### src/rtl/ber_window_monitor_pkg.sv
// Shared types and default widths for the BER window monitor.
package ber_pkg;

    localparam int DEF_DATA_W   = 64;
    localparam int DEF_ERRCNT_W = 7;
    localparam int DEF_WIN_W    = 32;
    localparam int DEF_SUM_W    = 32;

    localparam logic [DEF_SUM_W-1:0] SUM_MAX = '1;

    typedef enum logic [1:0] {
        IDLE,
        WAIT_LOCK,
        MEASURE,
        REPORT
    } berState_t;

endpackage

### src/rtl/ber_window_monitor_sat_accum.sv
// Saturating accumulator: sum sticks at all-ones instead of wrapping.
module sat_accum #(
    parameter int W     = 32,
    parameter int ADD_W = 7
) (
    input  logic             clk,
    input  logic             reset,
    input  logic             clr,
    input  logic             en,
    input  logic [ADD_W-1:0] addend,
    output logic [W-1:0]     sum
);

    // One extra bit is enough to detect overflow since addend is narrower than sum.
    logic [W:0] wide;
    assign wide = {1'b0, sum} + {{(W + 1 - ADD_W){1'b0}}, addend};

    always_ff @(posedge clk or negedge reset) begin
        if (!reset) begin
            sum <= '0;
        end else if (clr) begin
            sum <= '0;
        end else if (en) begin
            sum <= wide[W] ? {W{1'b1}} : wide[W-1:0];
        end
    end

endmodule

### src/rtl/ber_window_monitor.sv
// Accumulates per-word bit-error statistics over a programmable window of
// aligned words and presents one record per window on a valid/ready port.
module ber_window_monitor
    import ber_pkg::*;
#(
    parameter int DATA_W   = DEF_DATA_W,
    parameter int ERRCNT_W = DEF_ERRCNT_W,
    parameter int WIN_W    = DEF_WIN_W,
    parameter int SUM_W    = DEF_SUM_W
) (
    input  logic                clk,
    input  logic                reset,
    input  logic                aligned,
    input  logic [ERRCNT_W-1:0] err_count,
    input  logic [DATA_W-1:0]   err_bits,
    input  logic [WIN_W-1:0]    win_len,
    input  logic                start,
    input  logic                stop,
    input  logic                cont,
    output logic                busy,
    output logic                stat_valid,
    input  logic                stat_ready,
    output logic [WIN_W-1:0]    stat_words,
    output logic [SUM_W-1:0]    stat_errs,
    output logic [WIN_W-1:0]    stat_err_words,
    output logic [ERRCNT_W-1:0] stat_max_err,
    output logic [DATA_W-1:0]   stat_lane_mask,
    output logic                stat_unlock,
    output logic                overflow
);

    localparam logic [WIN_W-1:0] ONE = {{(WIN_W - 1){1'b0}}, 1'b1};

    berState_t state, stateNext;

    logic [WIN_W-1:0]    effLen;
    logic [WIN_W-1:0]    words;
    logic [WIN_W-1:0]    wordsInc;
    logic [WIN_W-1:0]    errWords;
    logic [ERRCNT_W-1:0] maxErr;
    logic [DATA_W-1:0]   laneMask;
    logic [SUM_W-1:0]    errSum;
    logic                unlockFlag;

    logic countWord;
    logic clrAcc;
    logic latchLen;
    logic setUnlock;

    assign wordsInc = words + ONE;
    assign busy     = (state == WAIT_LOCK) || (state == MEASURE);

    always_comb begin
        stateNext = state;
        countWord = 1'b0;
        clrAcc    = 1'b0;
        latchLen  = 1'b0;
        setUnlock = 1'b0;
        case (state)
            IDLE: begin
                if (start) begin
                    latchLen  = 1'b1;
                    stateNext = WAIT_LOCK;
                end
            end
            WAIT_LOCK: begin
                clrAcc = 1'b1;
                if (stop) begin
                    stateNext = IDLE;
                end else if (aligned) begin
                    stateNext = MEASURE;
                end
            end
            MEASURE: begin
                // The closing word is counted in the same cycle it is seen.
                if (stop) begin
                    stateNext = REPORT;
                end else if (!aligned) begin
                    setUnlock = 1'b1;
                    stateNext = REPORT;
                end else begin
                    countWord = 1'b1;
                    if (wordsInc == effLen) begin
                        stateNext = REPORT;
                    end
                end
            end
            REPORT: begin
                if (cont) begin
                    latchLen  = 1'b1;
                    stateNext = WAIT_LOCK;
                end else begin
                    stateNext = IDLE;
                end
            end
            default: stateNext = IDLE;
        endcase
    end

    always_ff @(posedge clk or negedge reset) begin
        if (!reset) begin
            state  <= IDLE;
            effLen <= '0;
        end else begin
            state <= stateNext;
            if (latchLen) begin
                effLen <= (win_len == '0) ? ONE : win_len;
            end
        end
    end

    always_ff @(posedge clk or negedge reset) begin
        if (!reset) begin
            words      <= '0;
            errWords   <= '0;
            maxErr     <= '0;
            laneMask   <= '0;
            unlockFlag <= 1'b0;
        end else if (clrAcc) begin
            words      <= '0;
            errWords   <= '0;
            maxErr     <= '0;
            laneMask   <= '0;
            unlockFlag <= 1'b0;
        end else begin
            if (countWord) begin
                words    <= wordsInc;
                laneMask <= laneMask | err_bits;
                if (err_count != '0) begin
                    errWords <= errWords + ONE;
                end
                if (err_count > maxErr) begin
                    maxErr <= err_count;
                end
            end
            if (setUnlock) begin
                unlockFlag <= 1'b1;
            end
        end
    end

    sat_accum #(
        .W     (SUM_W),
        .ADD_W (ERRCNT_W)
    ) errAccum (
        .clk    (clk),
        .reset  (reset),
        .clr    (clrAcc),
        .en     (countWord),
        .addend (err_count),
        .sum    (errSum)
    );

    // A new record may replace one being accepted this same cycle; otherwise it is dropped.
    always_ff @(posedge clk or negedge reset) begin
        if (!reset) begin
            stat_valid     <= 1'b0;
            stat_words     <= '0;
            stat_errs      <= '0;
            stat_err_words <= '0;
            stat_max_err   <= '0;
            stat_lane_mask <= '0;
            stat_unlock    <= 1'b0;
            overflow       <= 1'b0;
        end else if (state == REPORT) begin
            if (!stat_valid || stat_ready) begin
                stat_valid     <= 1'b1;
                stat_words     <= words;
                stat_errs      <= errSum;
                stat_err_words <= errWords;
                stat_max_err   <= maxErr;
                stat_lane_mask <= laneMask;
                stat_unlock    <= unlockFlag;
            end else begin
                overflow <= 1'b1;
            end
        end else if (stat_valid && stat_ready) begin
            stat_valid <= 1'b0;
        end
    end

endmodule
### config.mk
export PLATFORM = sky130hd
export DESIGN_NAME = ber_window_monitor
export DESIGN_NICKNAME = d
export VERILOG_FILES = /design/src/rtl/ber_window_monitor_pkg.sv /design/src/rtl/ber_window_monitor_sat_accum.sv /design/src/rtl/ber_window_monitor.sv
export SDC_FILE = /design/constraint.sdc
export NUM_CORES = 1
export LEC_CHECK = 0
export ABC_AREA = 1
export BUFFER_PORTS_ARGS = -buffer_cell sky130_fd_sc_hd__buf_4
export CORE_MARGIN = 2
export CORE_UTILIZATION = 40
export CTS_CLUSTER_SIZE = 12
export DETAILED_ROUTE_END_ITERATION = 8
export SETUP_SLACK_MARGIN = 0.1
export SLEW_MARGIN = 0
export SYNTH_ARGS = -nofsm -noshare
export SYNTH_HDL_FRONTEND = slang
export SYNTH_SLANG_ARGS = --single-unit
### constraint.sdc
create_clock -name clk -period 3.51 [get_ports clk]
set_input_delay 0.1755 -clock clk [delete_from_list [all_inputs] [get_ports clk]]
set_output_delay 0.1755 -clock clk [all_outputs]
set_load 0.01 [all_outputs]
* Yosys cells after proc, flatten, opt, wreduce, memory -nomap -nowiden
Index checks and enable logic that the tools add are counted.
** Storage, ports and cells
- Register bits after elaboration :: 372
- Logic and storage cells :: 85
** Operators by class
- Add/subtract/negate cells :: 3
- Order comparisons :: 1
- Eq/ne operators :: 8
- Mux-type cells :: 37
- Bitwise gates (word level) :: 2
- Reductions and logical operators :: 18
** Operators by type and width (count)
- 32-bit two-way mux :: 9
- 64-bit two-way mux :: 2
- 32-bit by 1-bit adder with 32-bit output, second input constant :: 2
- 64-bit OR :: 1
- 32-bit by 7-bit adder with 33-bit output :: 1
- 32-bit == test :: 1
- 32-bit zero test :: 1
- 7-bit two-way mux :: 3
- 1-bit two-way mux :: 15
- 2-bit two-way mux :: 6
- 2-bit AND reduction :: 5
- 2-bit nonzero test :: 5
- 2-bit case mux with 4 select lines :: 1
- 7-bit > comparator :: 1
- 7-bit nonzero test :: 1
- 2-bit == test, second input constant :: 2
- 4-bit by 3-bit != test with 1-bit output, second input constant :: 1
- 3-bit != test, second input constant :: 1
- 3-bit AND reduction :: 1
- 2-bit by 1-bit == test with 1-bit output, second input constant :: 1
- 2-bit zero test :: 1
- 1-bit logical OR :: 2
- 2-bit by 1-bit != test with 1-bit output, second input constant :: 1
- 2-bit != test, second input constant :: 1
- other kinds (4) :: 4

* Depth between registers and ports, before layout
Gate-level depths: netlist of run 1.
- Depth in word-level cells :: 6
- Gate-level depth with buffers :: 18

* By module
From an unflattened synthesis of run 1, not the netlist that was laid out.
** Second synthesis, totals
- Cells, all modules :: 2108
- Area, all modules :: 17626.9 µm²
** Modules (own cells, without submodules)
- ber_window_monitor :: times used 1, cells an instance 1695, area each 14963.1 µm²
- sat_accum :: times used 1, cells an instance 413, area each 2663.8 µm²

* Worst setup path before layout of run 1
Ideal clock, no wire load.
- Kind :: register -> register
- From :: reg state[0]
- To :: reg errWords[28]
- Library setup time :: 0.123 ns
- Data arrival time :: 2.065 ns
- Required time :: 3.387 ns
- Path slack :: 1.321 ns
- Cell stages (with the launch flop) :: 14
- Buffers on the path :: 0
- Clock period less this slack :: 2.189 ns
- Path through :: dfrtp_1 inv_1 ha_1 nand3_1 inv_2 nor2_1 nor2_2 nand2_2 nor2_2 nand2_1 nor3_2 nand4_1 o21ai_0 a21oi_1
** Between the ends
- Longest elaborated chain between the ends :: 4
- Elaborated cells between the ends (all ways) :: 8
- Those cells by class :: eq/ne (2); mux (3); reduce/logical (3)
** Ends and longest elaborated chain
- start, declared :: line ber_window_monitor.sv:34 : berState_t state, stateNext;
- start signal, assigned :: line ber_window_monitor.sv:105 : state <= stateNext;
- 2-bit by 1-bit == test with 1-bit output / 2-bit == test (equally long branches) :: line ber_window_monitor.sv:59 : case (state)
- 1-bit two-way mux :: line ber_window_monitor.sv:59
- 2-bit nonzero test (no source line)
- 2-bit AND reduction (no source line)
- end signal, assigned :: line ber_window_monitor.sv:130 : errWords <= errWords + ONE;
- end, declared :: line ber_window_monitor.sv:39 : logic [WIN_W-1:0] errWords;
Parallel ways exist; a longest one is shown, timed or not.
A chain may end at the register's enable or synchronous reset.

* Worst setup path in the final report of run 1
- From :: reg errAccum.sum[0]
- To :: reg errAccum.sum[3]
** Between the ends
- Longest elaborated chain between the ends :: 4
** Ends and longest elaborated chain
- start, declared :: line ber_window_monitor_sat_accum.sv:11 : output logic [W-1:0] sum
- start signal, assigned :: line ber_window_monitor_sat_accum.sv:24 : sum <= wide[W] ? {W{1'b1}} : wide[W-1:0];
- 32-bit by 7-bit adder with 33-bit output :: line ber_window_monitor_sat_accum.sv:16 : assign wide = {1'b0, sum} + {{(W + 1 - ADD_W){1'b0}}, addend};
- 32-bit two-way mux :: line ber_window_monitor_sat_accum.sv:24
- 32-bit two-way mux :: line ber_window_monitor_sat_accum.sv:23 : end else if (en) begin
- 32-bit two-way mux :: line ber_window_monitor_sat_accum.sv:21 : end else if (clr) begin
Every way passes these cells. The select of a mux whose other input is x is not followed.

==> metrics, run 1 <==
status=completed; Flop pwr share=40.7%; Synth top cells by count=546 x nand2_1, 372 x dfrtp_1, 246 x o21ai_0; non-filler instance count after layout=2967; DR DRC count=0; R2R Path Start=errAccum.sum[0]$_DFFE_PN0P_; clk sinks=372; initial antenna violation count=3; fmax=346.4 MHz; Slew Viols, Final=0; most common cell in the netlist=nand2_1; largest family of logic cells by synthesized area=simple AND/OR/NAND/NOR gates; xor and xnor area share after synthesis=1.889%; crit path time final=roughly 2.9 ns; final core area utilization=53.03%; per-cell routed wire length=16.21 µm; crit-path max FO=14; Pleak=10.35 nW; Tightest Pin Transition=0.8320 ns; Synth top area share=approximately 54%; setup TNS=0 ns; Post-Synth Simple-Gate Area=about a fifth; Routed Antenna Nets=0; FF+latch count, synth=372; crit path kind=reg2reg; final setup vio count=0; maximum root-to-sink buffer count=3; Port-buffer cells=280; min-delay src=start; clock network fraction of design power=32.6%; startpoint type of the worst setup path=register; number of buffers added for setup after CTS=0; worst path arrival time=3.36 ns; cts hold-fix bufs=108; Psw=4.376 mW; initial core utilization=between 40% and 50%; crit path capture type=register; synth warn=0; pin count of the biggest net entering global routing=101; async set or reset register ratio after synthesis=100.0%; core area=about 42000 µm²; Switching Fraction=33.18%; design area=around 22000 µm²; sequential area share after synthesis=54.48%; number of synthesized flops with an enable pin=0; synthesized instance count=2012; initial drt markers=approximately 1.3k; vias in the first global route=about 15k; Slew HR=between 40% and 50%; RSZ-0062 raised after global routing=false; Placer Congestion=between 0.8 and 0.9; Die Y=210.7 µm; synth unique cells=47; cts bufs inserted=42; first-pass GRT wire length=77450 µm; share of cells above drive strength 1=17.31%; main area contributors after synthesis=dfrtp_1 54%, nand2_1 12%, o21ai_0 7.2%, inv_1 5.1%, nand3_1 2.9%; cts repair resizes=0; P per Cell Area=591.6 nW/µm²; Comb power frac=a little over a quarter; global router's overall resource usage=21.65%; adder-cell share of the synthesized area=1.655%; dpl cell area=19860 µm²; Yosys top cell by area=dfrtp_1; compound-gate portion of the synthesized area=about an eighth; Worst Skew=0.02049 ns; via count=~15k; Clk pin slew, worst setup/hold paths=0.06 ns; max_cap viols=0; Worst-Skew Late Latency=~0.57 ns; syn nets=2144; syn avg cell area=8.493 µm²; Top FF cell, synth=dfrtp_1; Crit. Startpoint=errAccum.sum[0]$_DFFE_PN0P_; Root Driver=clkbuf_16; total congestion overflow=0; Vias/cell=5.030; CTS tree=yes; post-DP HPWL=around 33000 µm; Req. time, crit path=3.98 ns; total chip power=13.19 mW; Site Rows=75; Mapped Area=between 15000 and 20000 µm²; Area Overhead vs Synth=30.47%; DR pass1 iterations=5; fin crit share=82.25%; Nets=2525; Hold Crit Class=in2reg; die area=44390 µm²; placed cells=2780; VDD IR-drop max=0.3847 mV; WL final=around 48000 µm; H-tree Lvls=2; mux contribution to synthesized area=1.318%; die width=roughly 210 µm; Pint=8.813 mW; io pins=approximately 280; Final Hold Fails=0
## final timing paths
| kind | end | slack, ns | cells after the start |
|---|---|---|---|
| max in group asynchronous | stat_words[18]$_DFFE_PN0P_ | 2.19 | 3 |
| hold reg to reg | overflow$_DFFE_PN0P_ | 0.48 | 1 |
| min in group asynchronous | stat_errs[19]$_DFFE_PN0P_ | 0.29 | 2 |
| setup / recovery | errAccum.sum[3]$_DFFE_PN0P_ | 0.62 | 13 |
| hold / removal | state[0]$_DFFE_PN0P_ | 0.08 | 5 |
| setup reg to reg | errAccum.sum[3]$_DFFE_PN0P_ | 0.62 | 13 |
## layout by cell type, fill, tap and decap left out, types with 26 or more instances in the layout
| cell | netlist | layout |
|---|---|---|
| clkbuf_16 | 0 | 43 |
| inv_1 | 230 | 230 |
| nor2_1 | 100 | 99 |
| buf_4 | 1 | 296 |
| dfrtp_1 | 372 | 372 |
| nand2_1 | 546 | 545 |
| o21ai_0 | 246 | 246 |
| dlygate4sd3_1 | 0 | 108 |
| o22ai_1 | 31 | 31 |
| nand3_1 | 100 | 100 |
| a21oi_1 | 96 | 96 |
| nor3_1 | 26 | 26 |
## registers in the layout (all words and copies together), names as in the netlist, named ones only
name            count
laneMask           64
stat_lane_mask     64
effLen             32
errAccum.sum       32
errWords           32
stat_err_words     32
stat_errs          32
stat_words         32
words              32
maxErr              7
stat_max_err        7
overflow            1
stat_unlock         1
stat_valid          1
state               1
unlockFlag          1
## power by group through the flow
stage	Clock [mW]	Combinational (mW)	Sequential [mW]
after floorplan	0	1.88	5.44
after global placement	0	3.39	5.41
after detailed placement	0	3.44	5.44
final	4.30	3.51	5.37
after CTS	4.42	3.55	5.37
after global routing	4.58	3.92	5.45
## area by class of cell
type                    count  area (µm²)
fillers                  3822       19750
multi-input cells        1330        6630
well taps                 539       674.4
repair buffers            411        3438
diodes                      2       5.005
flip-flops and latches    372        9309
clock inverters            11       108.9
inverters                 236       885.9
clock buffers              66        1242
## per-stage QoR
step	hold slack [ns]	worst slack (ns)
finish	0.07581	0.6232
CTS	0.03733	0.6542
floorplan	-0.1201	1.321
detailed placement	0.3107	0.6685
global route	0.1038	0.3705
global placement	0.3088	0.7222
## cells by family (layout without fill, tap and decap cells)
| family | Yosys count | in the layout |
|---|---|---|
| and+or+nand+nor | 853 | 853 |
| AOI/OAI and AO/OA | 403 | 403 |
| DFF | 372 | 372 |
| buffers and inverters | 310 | 724 |
| xor gates and xnor gates | 32 | 32 |
| adders and majority gates | 22 | 22 |
| muxes | 20 | 20 |
| other | 0 | 2 |
## critical path, stage by stage (launching register included)
cell and delay [ns]:
dfrtp_1 0.35, ha_1 0.17, inv_1 0.06, fa_1 0.43, nor2_1 0.12, nor2_1 0.07, o21ai_2 0.23, nand2_1 0.16
inv_2 0.11, nand4_2 0.12, nor2_2 0.50, buf_4 0.28, o21ai_0 0.09, o21ai_0 0.10
## per-layer routing
layer / track usage (%) / vias up / part of all wire (%)
met3: 3.657 / 82 / 5.3
li1: - / 7327 / -
met2: 35.78 / 382 / 47
met4: 7.407 / 2 / 2.6
met1: 28.92 / 7132 / 45
met5: 0 / - / 0.027
Power figures use the tool's default switching activity.
==> run 2, diff against run 1 <==
==> constraint.sdc (replaced) <==
create_clock -name clk -period 2.4 [get_ports clk]
set_input_delay 0.12 -clock clk [delete_from_list [all_inputs] [get_ports clk]]
set_output_delay 0.12 -clock clk [all_outputs]
set_load 0.01 [all_outputs]
==> run 2 against run 1 <==
Net effect:
- wire length grew 1.3%
- sequential power rose by 47%
- global-route usage about the same
- clock power grew 53%
- worst setup slack worse by 0.61 ns
- critical path depth increased by 2
- final cell count grew 2.3%
- design area grew 4.6%
- worst hold slack lost 0.0045 ns
- first-iteration DRC count fell by 3.1%
- sequential share of layout area fell by 1.8 points
- clock skew fell by 0.0038 ns
==> metrics, run 2 (synthesis results as in run 1) <==
Area Overhead vs Synth=36.43% (was 30.47%); Slew Viols, Final=0 (unchanged); VDD IR-drop max=0.5577 mV (was 0.3847 mV); r2r worst-path depth=15 (was 13); Site Rows=75 (unchanged); final setup vio count=0 (unchanged); post-DP HPWL=33610 µm (was 33180 µm); global router's overall resource usage=21.69% (was 21.65%); dpl ws=-0.04338 ns (was 0.6685 ns); Root Driver=clkbuf_16 (unchanged); maximum root-to-sink buffer count=3 (unchanged); H-tree Lvls=2 (unchanged); status=completed (unchanged); Final WS setup=0.01008 ns (was 0.6232 ns); die width=210.7 µm (unchanged); initial core utilization=40.65% (unchanged); die area=44390 µm² (unchanged); cts bufs inserted=42 (unchanged); fin crit share=99.58% (was 82.25%); CTS tree=yes (unchanged); CP Capture Point=state[0]$_DFFE_PN0P_ (was errAccum.sum[3]$_DFFE_PN0P_); commonest non-fill, non-tap cells in the layout=538 x nand2_1, 372 x dfrtp_1, 352 x buf_4, 227 x inv_1, 199 x o21ai_0 (was 545 x nand2_1, 372 x dfrtp_1, 296 x buf_4, 246 x o21ai_0, 230 x inv_1); FF+latch area=9309 µm² (unchanged); Hold Crit Class=in2reg (unchanged); Worst-Skew Late Latency=0.56 ns (was 0.57 ns); core area=42040 µm² (unchanged); RSZ-0062 raised after global routing=true (was false); vias in the first global route=14.97k (was 14.91k); Nets=2592 (was 2525); Clk pin slew, worst setup/hold paths=0.06 ns (about the same); share of cells above drive strength 1=21.98% (was 17.31%); crit-path max FO=5 (was 14); worst path arrival time=2.83 ns (was 3.36 ns); startpoint type of the worst setup path=register (unchanged); worst reg2reg endpoint=state[0]$_DFFE_PN0P_ (was errAccum.sum[3]$_DFFE_PN0P_); Tightest Pin Transition=0.7559 ns (was 0.8320 ns); R2R Path Start=words[1]$_DFFE_PN0P_ (was errAccum.sum[0]$_DFFE_PN0P_); WL final=48710 µm (was 48100 µm); Placer Congestion=0.9044 (was 0.8793); fmax=418.4 MHz (was 346.4 MHz); reg2reg setup slack=0.01 ns (was 0.62 ns); Multi-input gate area=6977 µm² (was 6630 µm²); setup TNS=0 ns (unchanged); max_cap viols=0 (unchanged); DR DRC count=0 (unchanged); first-pass GRT wire length=77430 µm (was 77450 µm); per-cell routed wire length=16.06 µm (was 16.21 µm); initial antenna violation count=2 (was 3); crit-path max cell delay=0.39 ns (was 0.50 ns); initial drt markers=1212 (was 1251); total chip power=19.94 mW (was 13.19 mW); CP Cell Sequence=buf_4 > nand2_1 > nor2_4 > nand3b_1 > buf_4 > xnor3_1 > nand2_1 > nor2_2 > nand2_1 > nor2_1 > nand3_2 > nand2_2 > nand2_2 > nand2_2 > o21ai_2 (was ha_1 > inv_1 > fa_1 > nor2_1 > nor2_1 > o21ai_2 > nand2_1 > inv_2 > nand4_2 > nor2_2 > buf_4 > o21ai_0 > o21ai_0); Crit. Startpoint=words[1]$_DFFE_PN0P_ (was errAccum.sum[0]$_DFFE_PN0P_); CP max stage cell=dfrtp_1 (was nor2_2); total congestion overflow=0 (unchanged); Req. time, crit path=2.84 ns (was 3.98 ns); Vias/cell=4.985 (was 5.030); Port-buffer cells=280 (unchanged); Final Hold Fails=0 (unchanged); most common cell after layout, fill and taps aside=nand2_1 (unchanged); top flop regs=laneMask: 64 flops, stat_lane_mask: 64 flops (unchanged); global route hottest layer=met2 (unchanged); met2 Resource Use GR=36.11% (was 35.78%); P per Cell Area=855.4 nW/µm² (was 591.6 nW/µm²); pin count of the biggest net entering global routing=87 (was 101); M1 GR Usage=29.26% (was 28.92%); Pleak=10.78 nW (was 10.35 nW); filler instances=3818 (was 3822); Die Y=210.7 µm (unchanged); crit path kind=reg2reg (unchanged); Worst Skew=0.01665 ns (was 0.02049 ns); Slew HR=49.60% (was 44.54%); clk sinks=372 (unchanged); DR pass1 iterations=6 (was 5); io pins=281 (unchanged); crit path capture type=register (unchanged); crit path time final=2.390 ns (was 2.887 ns); grt met3 use=3.375% (was 3.657%); via count=15.13k (was 14.93k); Routed Antenna Nets=0 (unchanged)
run 2: changes by cell type in the layout (fill, tap and decap cells not counted), moves of 6 or more:
cell,previous run,this run
buf_4,296,352
ha_1,20,14
nand2_1,545,538
nand3_1,100,94
nor2_1,99,91
o21ai_0,246,199
o21ai_1,4,30
o21ai_2,3,24
run 2: layout make-up:
class                   instances  area share, %
diodes                          2        0.02147
clock buffers                  66          5.512
clock inverters                11         0.5957
inverters                     236          3.811
multi-input cells            1330          29.93
flip-flops and latches        372          39.93
well taps                     539          2.893
repair buffers                478          17.31
run 2: through the flow:
step	cell area, µm²	std cells	hold slack (ns)	util [%]
2_1_floorplan	17090	2012	-0.1756	-
3_3_place_gp	20180	2818	0.1064	48.00
3_5_place_dp	20180	2818	0.1045	48.00
4_1_cts	22800	3012	0.01113	54.23
5_1_grt	23310	3032	0.07167	55.44
6_report	23310	3034	0.07128	55.45
run 2: per-layer routing:
metal,vias up,routed length [µm]
met2,361,23120
met4,0,1144
met1,7218,22120
met5,-,0
li1,7475,-
met3,72,2327
run 2: where the power goes:
| group | internal (mW) | switching [mW] | total, mW | leakage (nW) |
|---|---|---|---|---|
| clock network | 4.00 | 2.59 | 6.59 | 0.694 |
| logic | 2.21 | 3.27 | 5.48 | 4.98 |
| registers | 7.20 | 0.664 | 7.87 | 5.11 |
| total | 13.4 | 6.52 | 19.9 | 10.8 |
run 2: critical path, delay by kind of cell, from the launching register on:
family                 cells  cell delay, ns
XOR/XNOR                   1            0.20
buffers and inverters      2            0.36
AND/OR/NAND/NOR           11            1.25
AO/OA/AOI/OAI              1            0.05
flip-flops                 1            0.39
run 2: how the worst min path moves through the flow:
stage	depth (start not counted)	start	endpoint	slack, ns
6_report	5	start	state[0]$_DFFE_PN0P_	0.07
5_1_grt	5	start	register	0.07
4_1_cts	5	start	state[0]$_DFFE_PN0P_	0.01
3_5_place_dp	1	reset	stat_errs[21]$_DFFE_PN0P_	0.10
3_3_place_gp	1	reset	stat_errs[21]$_DFFE_PN0P_	0.11
2_1_floorplan	0	reset	asynchronous set/reset pin	-0.18
run 2: repair_timing:
action / 4_1_cts / 5_1_grt
pin swaps: 6 / 37
endpoints found under the hold margin: 357 / 0
gates resized for setup: 11 / 122
buffers inserted: 9 / 18
hold buffers: 108 / 0
cloned: 0 / 2
endpoints found under the setup margin: 18 / 44
==> run 3, diff against run 2 <==
--- a/config.mk
+++ b/config.mk
@@ -5,7 +5,6 @@
 export SDC_FILE = /design/constraint.sdc
 export NUM_CORES = 1
 export LEC_CHECK = 0
-export ABC_AREA = 1
 export BUFFER_PORTS_ARGS = -buffer_cell sky130_fd_sc_hd__buf_4
 export CORE_MARGIN = 2
 export CORE_UTILIZATION = 40
==> run 3 against run 2 <==
Net effect:
- the flow now finishes with violations (negative setup slack)
- synthesized area down 2.9%
- sequential power grew 0.9%
- design area up 3.4%
- count of clock-buffer cells in the layout is 4 lower
- sequential share of layout area is 1.3 points lower
- worst hold slack better by 0.0066 ns
- utilization is 3.5 points higher
- via count down 11%
- clock skew shrank 0.0046 ns
- die area shrank 2.9%
- largest cell class unchanged
- largest power group unchanged
==> metrics, run 3 <==
Root Driver=clkbuf_16 (unchanged); vias in the first global route=14.12k (was 14.97k); status=complete, but fails checks (was completed); Mapped Area=16590 µm² (was 17090 µm²); non-filler instance count after layout=2602 (was 3034); syn nets=1605 (was 2144); DR DRC count=0 (unchanged); Final WS setup=-0.4442 ns (was 0.01008 ns); die width=207.6 µm (was 210.7 µm); crit path capture type=register (unchanged); Worst Skew=0.01202 ns (was 0.01665 ns); pin count of the biggest net entering global routing=84 (was 87); design area=24110 µm² (was 23310 µm²); max_cap viols=0 (unchanged); Hold Crit Class=in2reg (unchanged); main area contributors after synthesis=dfrtp_1 56%, mux2_2 13%, nor2_1 4.1%, a21oi_1 3.3%, xnor2_1 2.6% (was dfrtp_1 54%, nand2_1 12%, o21ai_0 7.2%, inv_1 5.1%, nand3_1 2.9%); first-pass GRT wire length=75220 µm (was 77430 µm); Site Rows=74 (was 75); Switching Fraction=31.41% (was 32.72%); Comb power frac=29.5% (was 27.5%); Req. time, crit path=2.86 ns (was 2.84 ns); fmax=351.6 MHz (was 418.4 MHz); Top FF cell, synth=dfrtp_1 (unchanged); startpoint type of the worst setup path=register (unchanged); dpl cell area=20640 µm² (was 20180 µm²); Pint=13.96 mW (was 13.42 mW); crit-path max FO=7 (was 5); FF+latch count, synth=372 (unchanged); Clk pin slew, worst setup/hold paths=0.06 ns (about the same); clk sinks=372 (unchanged); Pleak=11.66 nW (was 10.78 nW); cts bufs inserted=42 (unchanged); Slew HR=48.13% (was 49.60%); Final Hold Fails=0 (unchanged); io pins=281 (unchanged); crit path time final=2.844 ns (was 2.390 ns); per-cell routed wire length=17.90 µm (was 16.06 µm); worst hold slack=0.07791 ns (was 0.07128 ns); post-DP HPWL=31120 µm (was 33610 µm); total chip power=20.35 mW (was 19.94 mW); initial core utilization=40.53% (was 40.65%); Flop pwr share=39.0% (was 39.5%); fin crit share=118.5% (was 99.58%); Tightest Pin Transition=0.7780 ns (was 0.7559 ns); most common cell in the netlist=dfrtp_1 (was nand2_1); Routed Antenna Nets=0 (unchanged); initial antenna violation count=1 (was 2); commonest non-fill, non-tap cells in the layout=454 x buf_4, 369 x dfrtp_1, 186 x mux2_2, 174 x nor2_1, 109 x dlygate4sd3_1 (was 538 x nand2_1, 372 x dfrtp_1, 352 x buf_4, 227 x inv_1, 199 x o21ai_0); total congestion overflow=0 (unchanged); Worst-Skew Late Latency=0.57 ns (was 0.56 ns); maximum root-to-sink buffer count=3 (unchanged); synth warn=0 (unchanged); core area=40920 µm² (was 42040 µm²); worst path arrival time=3.31 ns (was 2.83 ns); Synth top cells by count=372 x dfrtp_1, 186 x mux2_2, 183 x nor2_1 (was 546 x nand2_1, 372 x dfrtp_1, 246 x o21ai_0); crit path kind=reg2reg (unchanged); share of cells above drive strength 1=42.29% (was 21.98%); failing checks=negative setup slack; Slew Viols, Final=0 (unchanged); H-tree Lvls=2 (unchanged); RSZ-0062 raised after global routing=true (unchanged); top flop regs=laneMask: 64 flops, stat_lane_mask: 64 flops (unchanged); P per Cell Area=844.0 nW/µm² (was 855.4 nW/µm²); global router's overall resource usage=21.44% (was 21.69%); via count=13.42k (was 15.13k); most common cell after layout, fill and taps aside=buf_4 (was nand2_1); CTS tree=yes (unchanged); final setup vio count=38 (was 0); Vias/cell=5.156 (was 4.985); Placer Congestion=0.8972 (was 0.9044); async set or reset register ratio after synthesis=100.0% (unchanged); Die Y=207.6 µm (was 210.7 µm); synth unique cells=70 (was 47); clock network fraction of design power=31.5% (was 33.0%); initial drt markers=578 (was 1212); VDD IR-drop max=0.6617 mV (was 0.5577 mV); setup TNS=-10.68 ns (was 0 ns); DR pass1 iterations=6 (unchanged); Nets=2169 (was 2592); Synth top area share=56.12% (was 54.48%); Psw=6.391 mW (was 6.525 mW); die area=43120 µm² (was 44390 µm²); sequential area share after synthesis=56.12% (was 54.48%); number of synthesized flops with an enable pin=0 (unchanged); syn avg cell area=11.26 µm² (was 8.493 µm²); WL final=46570 µm (was 48710 µm); Yosys top cell by area=dfrtp_1 (unchanged); placed cells=2371 (was 2818); Area Overhead vs Synth=45.35% (was 36.43%); Port-buffer cells=280 (unchanged); synthesized instance count=1473 (was 2012)
run 3: cell count changes in the layout (fill, tap and decap cells not counted), moves of 25 or more:
cell	before	now
nand2_1	538	70
inv_1	227	27
mux2_2	20	186
o21ai_0	199	33
buf_4	352	454
nor2_1	91	174
nand3_1	94	34
xnor2_1	4	44
o22ai_1	31	2
o21ai_1	30	4
buf_6	5	30
run 3: worst paths after layout:
check,from,end,slack [ns],depth (start not counted)
max,errAccum.sum[0]$_DFFE_PN0P_,errAccum.sum[26]$_DFFE_PN0P_,-0.44,16
min,err_count[0],errAccum.sum[0]$_DFFE_PN0P_,0.08,4
min in group asynchronous,reset,effLen[9]$_DFFE_PN0P_,0.12,2
max reg2reg,errAccum.sum[0]$_DFFE_PN0P_,errAccum.sum[26]$_DFFE_PN0P_,-0.44,16
max in group asynchronous,reset,errWords[14]$_DFFE_PN0P_,1.39,3
min reg2reg,stat_errs[20]$_DFFE_PN0P_,stat_errs[20]$_DFFE_PN0P_,0.48,2
run 3: final cells by class:
class                           count  area (µm²)
Fill cell                        3417       16810
Timing Repair Buffer              606        5092
Sequential cell                   372        9313
Clock buffer                       62        1206
Multi-Input combinational cell    986        7559
Clock inverter                     14       163.9
Antenna cell                        1       2.502
Tap cell                          532       665.6
Inverter                           29       108.9
run 3: repair_timing:
action	in CTS	in global routing
pin swaps	43	37
gates cloned	1	0
buffers inserted	43	11
resized for setup	67	73
endpoints found under the setup margin	49	86
hold endpoints to repair	262	0
hold buffers	109	0
run 3: kinds of logic after synthesis:
kind of cell / synth area share [%]
AO/OA/AOI/OAI: 7.822
XOR/XNOR: 4.699
adder cells (fa/ha/maj): 1.705
buffers and inverters: 2.670
flip-flops: 56.12
multiplexers: 13.11
AND/OR/NAND/NOR: 13.88
run 3: metal layers:
| metal | global-route usage (%) | part of all wire (%) | up-vias |
|---|---|---|---|
| li1 | - | - | 6337 |
| met1 | 27.35 | 42 | 6639 |
| met2 | 35.26 | 48 | 345 |
| met3 | 5.280 | 6.3 | 96 |
| met4 | 8.315 | 3.3 | 0 |
| met5 | 0 | 0 | - |
run 3: metrics by stage:
step / utilization, % / setup WS [ns]
2_1_floorplan: - / -0.2754
3_3_place_gp: 50.44 / -0.4915
3_5_place_dp: 50.44 / -0.5024
4_1_cts: 57.93 / -0.4597
5_1_grt: 58.92 / -0.5667
6_report: 58.92 / -0.4442
run 3: power by group through the flow:
stage,sequential (mW),clock [mW],combinational [mW]
final,7.94,6.40,6.01
after global routing,8.07,6.81,6.55
after CTS,7.95,6.56,5.95
after detailed placement,8.04,0,5.59
after global placement,8.00,0,5.51
after floorplan,8.08,0,3.06
run 3: worst max-delay path, cell delays in order, from the launching register on:
cell and delay, ns:
dfrtp_1 0.35, ha_2 0.19, inv_2 0.04, fa_2 0.40, nor2b_2 0.14, o21ai_2 0.09
a21boi_2 0.21, o21ai_2 0.11, a21oi_2 0.21, nor2_4 0.07, buf_6 0.12, buf_6 0.12
nor4_4 0.12, buf_4 0.20, buf_4 0.12, a31oi_2 0.08, a311oi_2 0.18
